--- config.mk ---
export PLATFORM = sky130hd
export DESIGN_NAME = sc_scoredisplay
export DESIGN_NICKNAME = d
export VERILOG_FILES = /design/src/rtl/sc_scoredisplay.sv
export SDC_FILE = /design/constraint.sdc
export NUM_CORES = 1
export LEC_CHECK = 0
export ABC_CLOCK_PERIOD_IN_PS = 4510
export BUFFER_PORTS_ARGS = -buffer_cell sky130_fd_sc_hd__buf_2
export CAP_MARGIN = 20
export CORE_UTILIZATION = 38
export DETAILED_ROUTE_END_ITERATION = 16
export PLACE_DENSITY = 0.68
export SETUP_SLACK_MARGIN = 0.02
export SLEW_MARGIN = 15
export SYNTH_ARGS = -nofsm -noshare
export SYNTH_HDL_FRONTEND = slang
export SYNTH_SLANG_ARGS = --single-unit
--- constraint.sdc ---
create_clock -name SC_SCOREDISPLAY_CLOCK_50 -period 4.51 [get_ports SC_SCOREDISPLAY_CLOCK_50]
set_input_delay 0 -clock SC_SCOREDISPLAY_CLOCK_50 [delete_from_list [all_inputs] [get_ports SC_SCOREDISPLAY_CLOCK_50]]
set_output_delay 0 -clock SC_SCOREDISPLAY_CLOCK_50 [all_outputs]
set_load 0.02 [all_outputs]
--- src/rtl/sc_scoredisplay.sv ---
// Score display: converts each new 6-bit score to BCD with a sequential
// shift-add-3 engine, drives two active-low 7-segment digits and keeps the high score.
module sc_scoredisplay (
  input  logic       SC_SCOREDISPLAY_CLOCK_50,
  input  logic       SC_SCOREDISPLAY_RESET_InHigh,
  input  logic [5:0] SC_SCOREDISPLAY_Score_InBus,
  output logic [3:0] SC_SCOREDISPLAY_Tens_OutBus,
  output logic [3:0] SC_SCOREDISPLAY_Units_OutBus,
  output logic [3:0] SC_SCOREDISPLAY_HighTens_OutBus,
  output logic [3:0] SC_SCOREDISPLAY_HighUnits_OutBus,
  output logic [6:0] SC_SCOREDISPLAY_Hex1_OutBus,
  output logic [6:0] SC_SCOREDISPLAY_Hex0_OutBus,
  output logic       SC_SCOREDISPLAY_Busy_Out,
  output logic       SC_SCOREDISPLAY_NewHigh_Out
);

  // state   | meaning
  // S_IDLE  | waiting for the score bus to differ from the last snapshot
  // S_SHIFT | six add-3/shift iterations, one per clock
  // S_DONE  | publish digits, update high score
  typedef enum logic [1:0] {S_IDLE, S_SHIFT, S_DONE} state_t;

  state_t      r_state, w_next;
  logic [5:0]  r_snapshot, r_bin, r_high;
  logic [7:0]  r_bcd;
  logic [2:0]  r_iter;
  logic [3:0]  r_tens, r_units, r_high_tens, r_high_units;
  logic        r_new_high;
  logic [7:0]  w_bcd_adj;
  logic [13:0] w_shift;
  logic        w_start;

  assign w_start   = (SC_SCOREDISPLAY_Score_InBus != r_snapshot);
  assign w_bcd_adj = {(r_bcd[7:4] >= 4'd5) ? r_bcd[7:4] + 4'd3 : r_bcd[7:4],
                      (r_bcd[3:0] >= 4'd5) ? r_bcd[3:0] + 4'd3 : r_bcd[3:0]};
  assign w_shift   = {w_bcd_adj, r_bin};

  always_ff @(posedge SC_SCOREDISPLAY_CLOCK_50 or posedge SC_SCOREDISPLAY_RESET_InHigh) begin
    if (SC_SCOREDISPLAY_RESET_InHigh) r_state <= S_IDLE;
    else                              r_state <= w_next;
  end

  always_comb begin
    w_next = r_state;
    case (r_state)
      S_IDLE:  if (w_start) w_next = S_SHIFT;
      S_SHIFT: if (r_iter == 3'd5) w_next = S_DONE;
      S_DONE:  w_next = S_IDLE;
      default: w_next = S_IDLE;
    endcase
  end

  always_ff @(posedge SC_SCOREDISPLAY_CLOCK_50 or posedge SC_SCOREDISPLAY_RESET_InHigh) begin
    if (SC_SCOREDISPLAY_RESET_InHigh) begin
      r_snapshot   <= '0;
      r_bin        <= '0;
      r_bcd        <= '0;
      r_iter       <= '0;
      r_tens       <= '0;
      r_units      <= '0;
      r_high       <= '0;
      r_high_tens  <= '0;
      r_high_units <= '0;
      r_new_high   <= 1'b0;
    end else begin
      r_new_high <= 1'b0;
      case (r_state)
        S_IDLE: begin
          if (w_start) begin
            r_snapshot <= SC_SCOREDISPLAY_Score_InBus;
            r_bin      <= SC_SCOREDISPLAY_Score_InBus;
            r_bcd      <= '0;
            r_iter     <= '0;
          end
        end
        S_SHIFT: begin
          r_bcd  <= w_shift[12:5];
          r_bin  <= {w_shift[4:0], 1'b0};
          r_iter <= r_iter + 3'd1;
        end
        S_DONE: begin
          r_tens  <= r_bcd[7:4];
          r_units <= r_bcd[3:0];
          if (r_snapshot > r_high) begin
            r_high       <= r_snapshot;
            r_high_tens  <= r_bcd[7:4];
            r_high_units <= r_bcd[3:0];
            r_new_high   <= 1'b1;
          end
        end
        default: ;
      endcase
    end
  end

  function automatic logic [6:0] seg7(input logic [3:0] d);
    case (d)
      4'd0:    seg7 = 7'h40;
      4'd1:    seg7 = 7'h79;
      4'd2:    seg7 = 7'h24;
      4'd3:    seg7 = 7'h30;
      4'd4:    seg7 = 7'h19;
      4'd5:    seg7 = 7'h12;
      4'd6:    seg7 = 7'h02;
      4'd7:    seg7 = 7'h78;
      4'd8:    seg7 = 7'h00;
      4'd9:    seg7 = 7'h10;
      default: seg7 = 7'h7F;
    endcase
  endfunction

  // Leading-zero blanking applies to the tens digit only
  assign SC_SCOREDISPLAY_Hex1_OutBus      = (r_tens == 4'd0) ? 7'h7F : seg7(r_tens);
  assign SC_SCOREDISPLAY_Hex0_OutBus      = seg7(r_units);
  assign SC_SCOREDISPLAY_Tens_OutBus      = r_tens;
  assign SC_SCOREDISPLAY_Units_OutBus     = r_units;
  assign SC_SCOREDISPLAY_HighTens_OutBus  = r_high_tens;
  assign SC_SCOREDISPLAY_HighUnits_OutBus = r_high_units;
  assign SC_SCOREDISPLAY_Busy_Out         = (r_state != S_IDLE);
  assign SC_SCOREDISPLAY_NewHigh_Out      = r_new_high;

endmodule

==> flow_summary.yaml, run 1 <==
outcome:
  outcome: "completed"
die:
  start_util: 0.397
  ios: 40
  dieArea_um2: 7520
  fp.dieW_um: 86.7
  die_h_um: 86.7
  core_area_um2: 6870
  rows: 30
cells_and_area:
  multiInputGateArea_um2: 1360
  final_cell_count_no_fill: 397
  finish.utilization: 0.458
  layout-drive-gt1-share: 0.256
  diodes: 0
  nets: 330
  post-route-cell-area_um2: 3150
  syn2layout_area_growth_pct: 15.3
  regArea_um2: 1200
  fillCellCount: 659
placed_design:
  portBuffers: 39
  dp_slack_ps: 2220
  placed_cells: 381
  gp_congestion: 0.800
  place_area_um2: 2960
  hpwl_um: 3560
power:
  p_sw_frac: 0.457
  leakagePower_nw: 1.56
  comb_power_share: 0.538
  vdd_drop_max_v: 0.000392
  clkPwrFrac: 0.111
  internal-power_mw: 1.29
  switchingPower_mw: 1.09
  p_per_area_nw_per_um2: 755
  pwr-share-seq: 0.351
clock_tree:
  cts_buffers: 5
  cts.path.max_buffers: 2
  clkSinkCount: 48
  clk_latency_ps: 300
  ctsRootBufferMaster: "clkbuf_8"
  post_cts_resized: 0
  cts_tree: "yes"
  cts-htree-levels: 2
  clk_pin_slew_worst_paths_ps: 90
critical_path:
  startpoint_type: "register"
  worstPathMaxFanout: 15
  arrival_ps: 2460
  worstSetupEndpointType: "register"
  path_class: "register to register"
  crit_required_ps: 4690
routing:
  dr.pass1.iters: 5
  drt-initial-drc-count: 93
  wl_um: 5090
  wl_per_cell_um: 12.8
  num_vias: 1929
  viasPerCell: 4.86
  drcViolationCount: 0
  ant_nets: 0
synth:
  netlist.area_leader.share: 0.440
  synthTopCellsByArea: "dfrtp_1, ha_1, mux2_2"
  postSynthCellCount: 256
  ys_async_sr_fraction: 1.00
  synth_cell_types: 39
  yosys_register_bits: 48
  yosysSeqAreaShare: 0.440
  synth_area_um2: 2730
  synth.most_common_cell: "dfrtp_1"
  avgSynthCellArea_um2: 10.7
  synth_edf_count: 0
  postSynthNetCount: 286
  synth_ff_type: "dfrtp_1"
  synth_warnings: 0
  yosys.area.top_type: "dfrtp_1"
  ys_top_cells_by_count: "dfrtp_1, inv_1, ha_1"
sta:
  worst-slew-pin-transition_ps: 692
  drv_slew: 0
  hold_viol_final: 0
  setup_slack_ps: 2230
  finalSetupViolCount: 0
  fin_skew_ps: 6.64
  tns_ps: 0
  max_freq_mhz: 439
  rsz0062_at_grt: "false"
  max_slew_margin: 0.537
  finalCritPeriodShare: 0.505
  period_needed_ps: 2280
global_routing:
  grt_usage: 0.150
  grt_max_degree: 49
  grt_antenna_before_repair: 0
  grt_overflow: 0
  grt_pass1_wl_um: 8800
  grt_pass1_vias: 1889
job:
  maxCapViolCount: 0
worst_hold_path:
  min_path_type: "input port to asynchronous set/reset pin"
-- power by group through the flow --
stage	sequential (mW)	combinational [mW]	clock [mW]
6_report	0.833	1.28	0.265
5_1_grt	0.867	1.43	0.289
4_1_cts	0.832	1.29	0.272
3_5_place_dp	0.839	1.27	0
3_3_place_gp	0.833	1.25	0
2_1_floorplan	0.830	0.949	0
-- timing repair --
item	in CTS	in global routing
setup buffers	0	0
hold buffers	7	0
endpoints found under the hold margin	57	0
-- flip-flops by register name, indices dropped and copies added, names as in the netlist --
signal,cells
r_high,6
r_bin,6
SC_SCOREDISPLAY_Tens_OutBus,4
r_state,2
SC_SCOREDISPLAY_NewHigh_Out,1
r_iter,3
r_snapshot,6
SC_SCOREDISPLAY_HighTens_OutBus,4
r_bcd,8
SC_SCOREDISPLAY_HighUnits_OutBus,4
SC_SCOREDISPLAY_Units_OutBus,4
-- cells by family (layout without fill, tap and decap cells) --
family | after synthesis | after routing | share of synthesized area
simple gates | 64 | 64 | 0.116
compound gates | 54 | 54 | 0.135
flops | 48 | 48 | 0.440
buf+inv | 33 | 78 | 0.0614
mux | 26 | 26 | 0.118
fa+ha+maj | 22 | 22 | 0.101
xor+xnor | 9 | 9 | 0.0289
-- cell type report --
class,count,share of cell area
multi-input combinational,175,0.432
sequential,48,0.382
timing repair buffer,47,0.0907
tap,96,0.0382
inverter,23,0.0274
clock buffer,6,0.0263
clock inverter,2,0.00318
-- layer usage --
layer  track usage  vias up  wire (um)
li1              -      964          -
met1         0.194      906       2490
met2         0.254       53       2360
met3        0.0276        6        196
met4        0.0455        0         47
met5             0        -          0
-- worst paths after layout --
path	start	to	slack, ps	cells after the start
max	r_snapshot[5]	r_high[4]	2230	5
min	SC_SCOREDISPLAY_RESET_InHigh	SC_SCOREDISPLAY_NewHigh_Out	170	3
max reg2reg	r_snapshot[5]	r_high[4]	2230	5
min reg2reg	r_bin[0]	r_bin[0]	490	1
max in group asynchronous	SC_SCOREDISPLAY_RESET_InHigh	r_bin[1]	3860	4
min in group SC_SCOREDISPLAY_CLOCK_50	r_bin[0]	r_bin[0]	490	1
-- worst max-delay path: stages, from the launching register on --
cell and delay [ps]:
dfrtp_1 420, ha_1 330, and4_1 220, a31o_1 240, a31oi_4 550, mux2_2 410
-- cell usage in the layout, fill, tap and decap left out, drive strengths merged, types with 3 or more instances in the layout --
master and count:
mux2i 3, clkbuf 6, a31oi 3, dlygate4sd3 7
mux2 23, dfrtp 48, a21o 3, nor3 5
nand2b 6, xnor2 4, ha 22, buf 40
a221o 4, inv 23, a22o 7, xor2 5
o21ai 14, nand2 20, a21oi 16, and2 4
nor2 22
-- metrics by stage --
| stage | hold slack, ps | power (mW) |
|---|---|---|
| 6_report | 172 | 2.37 |
| 3_5_place_dp | 277 | 2.11 |
| 4_1_cts | 486 | 2.39 |
| 5_1_grt | 189 | 2.59 |
| 3_3_place_gp | 272 | 2.08 |
| 2_1_floorplan | 123 | 1.78 |
Power figures use the tool's default switching activity.
==> run 2, diff against run 1 <==
--- a/config.mk
+++ b/config.mk
@@ -5,7 +5,7 @@
 export SDC_FILE = /design/constraint.sdc
 export NUM_CORES = 1
 export LEC_CHECK = 0
-export ABC_CLOCK_PERIOD_IN_PS = 4510
+export ABC_CLOCK_PERIOD_IN_PS = 2100
 export BUFFER_PORTS_ARGS = -buffer_cell sky130_fd_sc_hd__buf_2
 export CAP_MARGIN = 20
 export CORE_UTILIZATION = 38
==> constraint.sdc (replaced) <==
create_clock -name SC_SCOREDISPLAY_CLOCK_50 -period 2.1 [get_ports SC_SCOREDISPLAY_CLOCK_50]
set_input_delay 0 -clock SC_SCOREDISPLAY_CLOCK_50 [delete_from_list [all_inputs] [get_ports SC_SCOREDISPLAY_CLOCK_50]]
set_output_delay 0 -clock SC_SCOREDISPLAY_CLOCK_50 [all_outputs]
set_load 0.02 [all_outputs]
==> run 2 against run 1 <==
  * Combinational power rose by 120%
  * Register-to-register slack got worse by 2100 ps
  * Core utilization grew 0.80 points
  * Sequential share of layout area down 0.66 points
  * Critical path depth rose by 1
  * Largest cell class unchanged
  * Highest routed layer unchanged
  * Clock skew decreased by 3.3 ps
  * Wire length shrank 0.29%
  * Largest power group unchanged
  * Critical path type unchanged
==> flow_summary.yaml, run 2 (synthesis gave the netlist of run 1 again) <==
critical_path:
  setup.worst_path.end: "r_high[4]"
  cp_cell_sequence: "ha_1 -> and4_1 -> a31o_1 -> a31oi_4 -> buf_4 -> mux2_2"
  critPathLaunch: "r_snapshot[3]"
  reg2reg_slack_ps: 110
  crit_required_ps: 2280
  critPathMaxStageDelay_ps: 420
  arrival_ps: 2170
  startpoint_type: "register"
  rr_endpoint: "r_high[4]"
  cp_slowest_cell: "dfrtp_1"
  worstRegToRegCells: 6
  worstPathMaxFanout: 7
  r2r_start: "r_snapshot[3]"
  worstSetupEndpointType: "register"
  path_class: "register to register"
routing:
  drcViolationCount: 0
  ant_nets: 0
  num_vias: 1959
  viasPerCell: 4.81
  wl_per_cell_um: 12.5
  dr.pass1.iters: 4
  drt-initial-drc-count: 73
  wl_um: 5080
cells_and_area:
  layout_commonest_cell: "dfrtp_1"
  layout-drive-gt1-share: 0.277
  top_register: "r_bcd"
  diodes: 0
  mostFrequentLayoutCells: "dfrtp_1, buf_2, inv_1, ha_1, nor2_1"
  nets: 341
  multiInputGateArea_um2: 1360
  post-route-cell-area_um2: 3200
  syn2layout_area_growth_pct: 17.3
  largest_register_ffs: 8
  fillCellCount: 650
  regArea_um2: 1200
sta:
  period_needed_ps: 1990
  finalSetupViolCount: 0
  max_slew_margin: 0.597
  finalCritPeriodShare: 0.948
  max_freq_mhz: 502
  whs_ps: 400
  tns_ps: 0
  worst-slew-pin-transition_ps: 605
  drv_slew: 0
  fin_skew_ps: 3.37
  hold_viol_final: 0
  rsz0062_at_grt: "false"
power:
  clkPwrFrac: 0.099
  vdd_drop_max_v: 0.000682
  p_sw_frac: 0.452
  comb_power_share: 0.561
  leakagePower_nw: 1.60
  p_per_area_nw_per_um2: 1600
  internal-power_mw: 2.80
  pwr-share-seq: 0.340
  power_mw: 5.11
  switchingPower_mw: 2.31
die:
  rows: 30
  start_util: 0.397
  die_h_um: 86.7
  fp.dieW_um: 86.7
  core_area_um2: 6870
  dieArea_um2: 7520
  ios: 40
worst_hold_path:
  min_path_type: "input port to asynchronous set/reset pin"
job:
  maxCapViolCount: 0
global_routing:
  grt_pass1_wl_um: 8610
  grt_overflow: 0
  grt_antenna_before_repair: 0
  grt_usage: 0.145
  grt_max_degree: 49
  grt_pass1_vias: 1798
placed_design:
  portBuffers: 39
  gp_congestion: 0.790
  hpwl_um: 3790
  place_area_um2: 3050
clock_tree:
  cts_buffers: 5
  cts_tree: "yes"
  ctsRootBufferMaster: "clkbuf_8"
  clk_pin_slew_worst_paths_ps: 80
  clk_latency_ps: 290
  cts-htree-levels: 2
  post_cts_resized: 0
  clkSinkCount: 48
  cts.path.max_buffers: 2
outcome:
  outcome: "completed"
-- run 2: changes by cell type in the layout (fill, tap and decap cells not counted), sizes merged --
cell,change
clkinv,-1
buf,+11
-- run 2: area by class of cell --
cell class              instances  share of cell area
inverters                      23              0.0270
flip-flops and latches         48               0.375
well taps                      96              0.0375
clock inverters                 1             0.00156
multi-input cells             175               0.425
repair buffers                 58               0.111
clock buffers                   6              0.0227
-- run 2: per-stage QoR --
step	worst slack, ps	std cells	utilization
final	110	407	0.466
after global routing	25.3	407	0.466
after CTS	108	407	0.466
after detailed placement	128	393	0.444
after global placement	154	393	0.444
after floorplan	115	256	-
-- run 2: per-layer routing --
metal	track usage	routed length [um]	part of all wire
met4	0.0273	21	0.0041
met5	0	0	0
met3	0.0257	152	0.030
met2	0.242	2370	0.47
met1	0.199	2540	0.50
-- run 2: worst min-delay path by stage --
stage                                               from                                  to  slack (ps)  cells past startpoint
after detailed placement    SC_SCOREDISPLAY_RESET_InHigh         SC_SCOREDISPLAY_NewHigh_Out         190                      3
after global placement      SC_SCOREDISPLAY_RESET_InHigh      SC_SCOREDISPLAY_Tens_OutBus[2]         190                      3
after global routing        SC_SCOREDISPLAY_RESET_InHigh  SC_SCOREDISPLAY_HighTens_OutBus[1]         470                      4
after CTS                   SC_SCOREDISPLAY_RESET_InHigh         SC_SCOREDISPLAY_NewHigh_Out         420                      4
after floorplan           SC_SCOREDISPLAY_Score_InBus[4]                       r_snapshot[4]         120                      2
final                       SC_SCOREDISPLAY_RESET_InHigh         SC_SCOREDISPLAY_NewHigh_Out         400                      4
-- run 2: timing repair --
| action | in CTS | in global routing |
|---|---|---|
| hold endpoints to repair | 58 | 0 |
| hold buffers | 7 | 0 |
| buffers inserted | 0 | 0 |
-- run 2: power by group through the flow --
stage	clock network, mW	registers, mW	logic (mW)
2_1_floorplan	0	1.78	2.04
3_3_place_gp	0	1.75	2.81
3_5_place_dp	0	1.76	2.87
4_1_cts	0.534	1.74	2.90
5_1_grt	0.562	1.82	3.20
6_report	0.508	1.74	2.87
-- run 2: critical path: cells and delay by family, from the launching register on --
family / cells / cell delay [ps]
flops: 1 / 420
compound gates: 2 / 390
mux: 1 / 340
fa+ha+maj: 1 / 320
simple gates: 1 / 210
buf+inv: 1 / 210
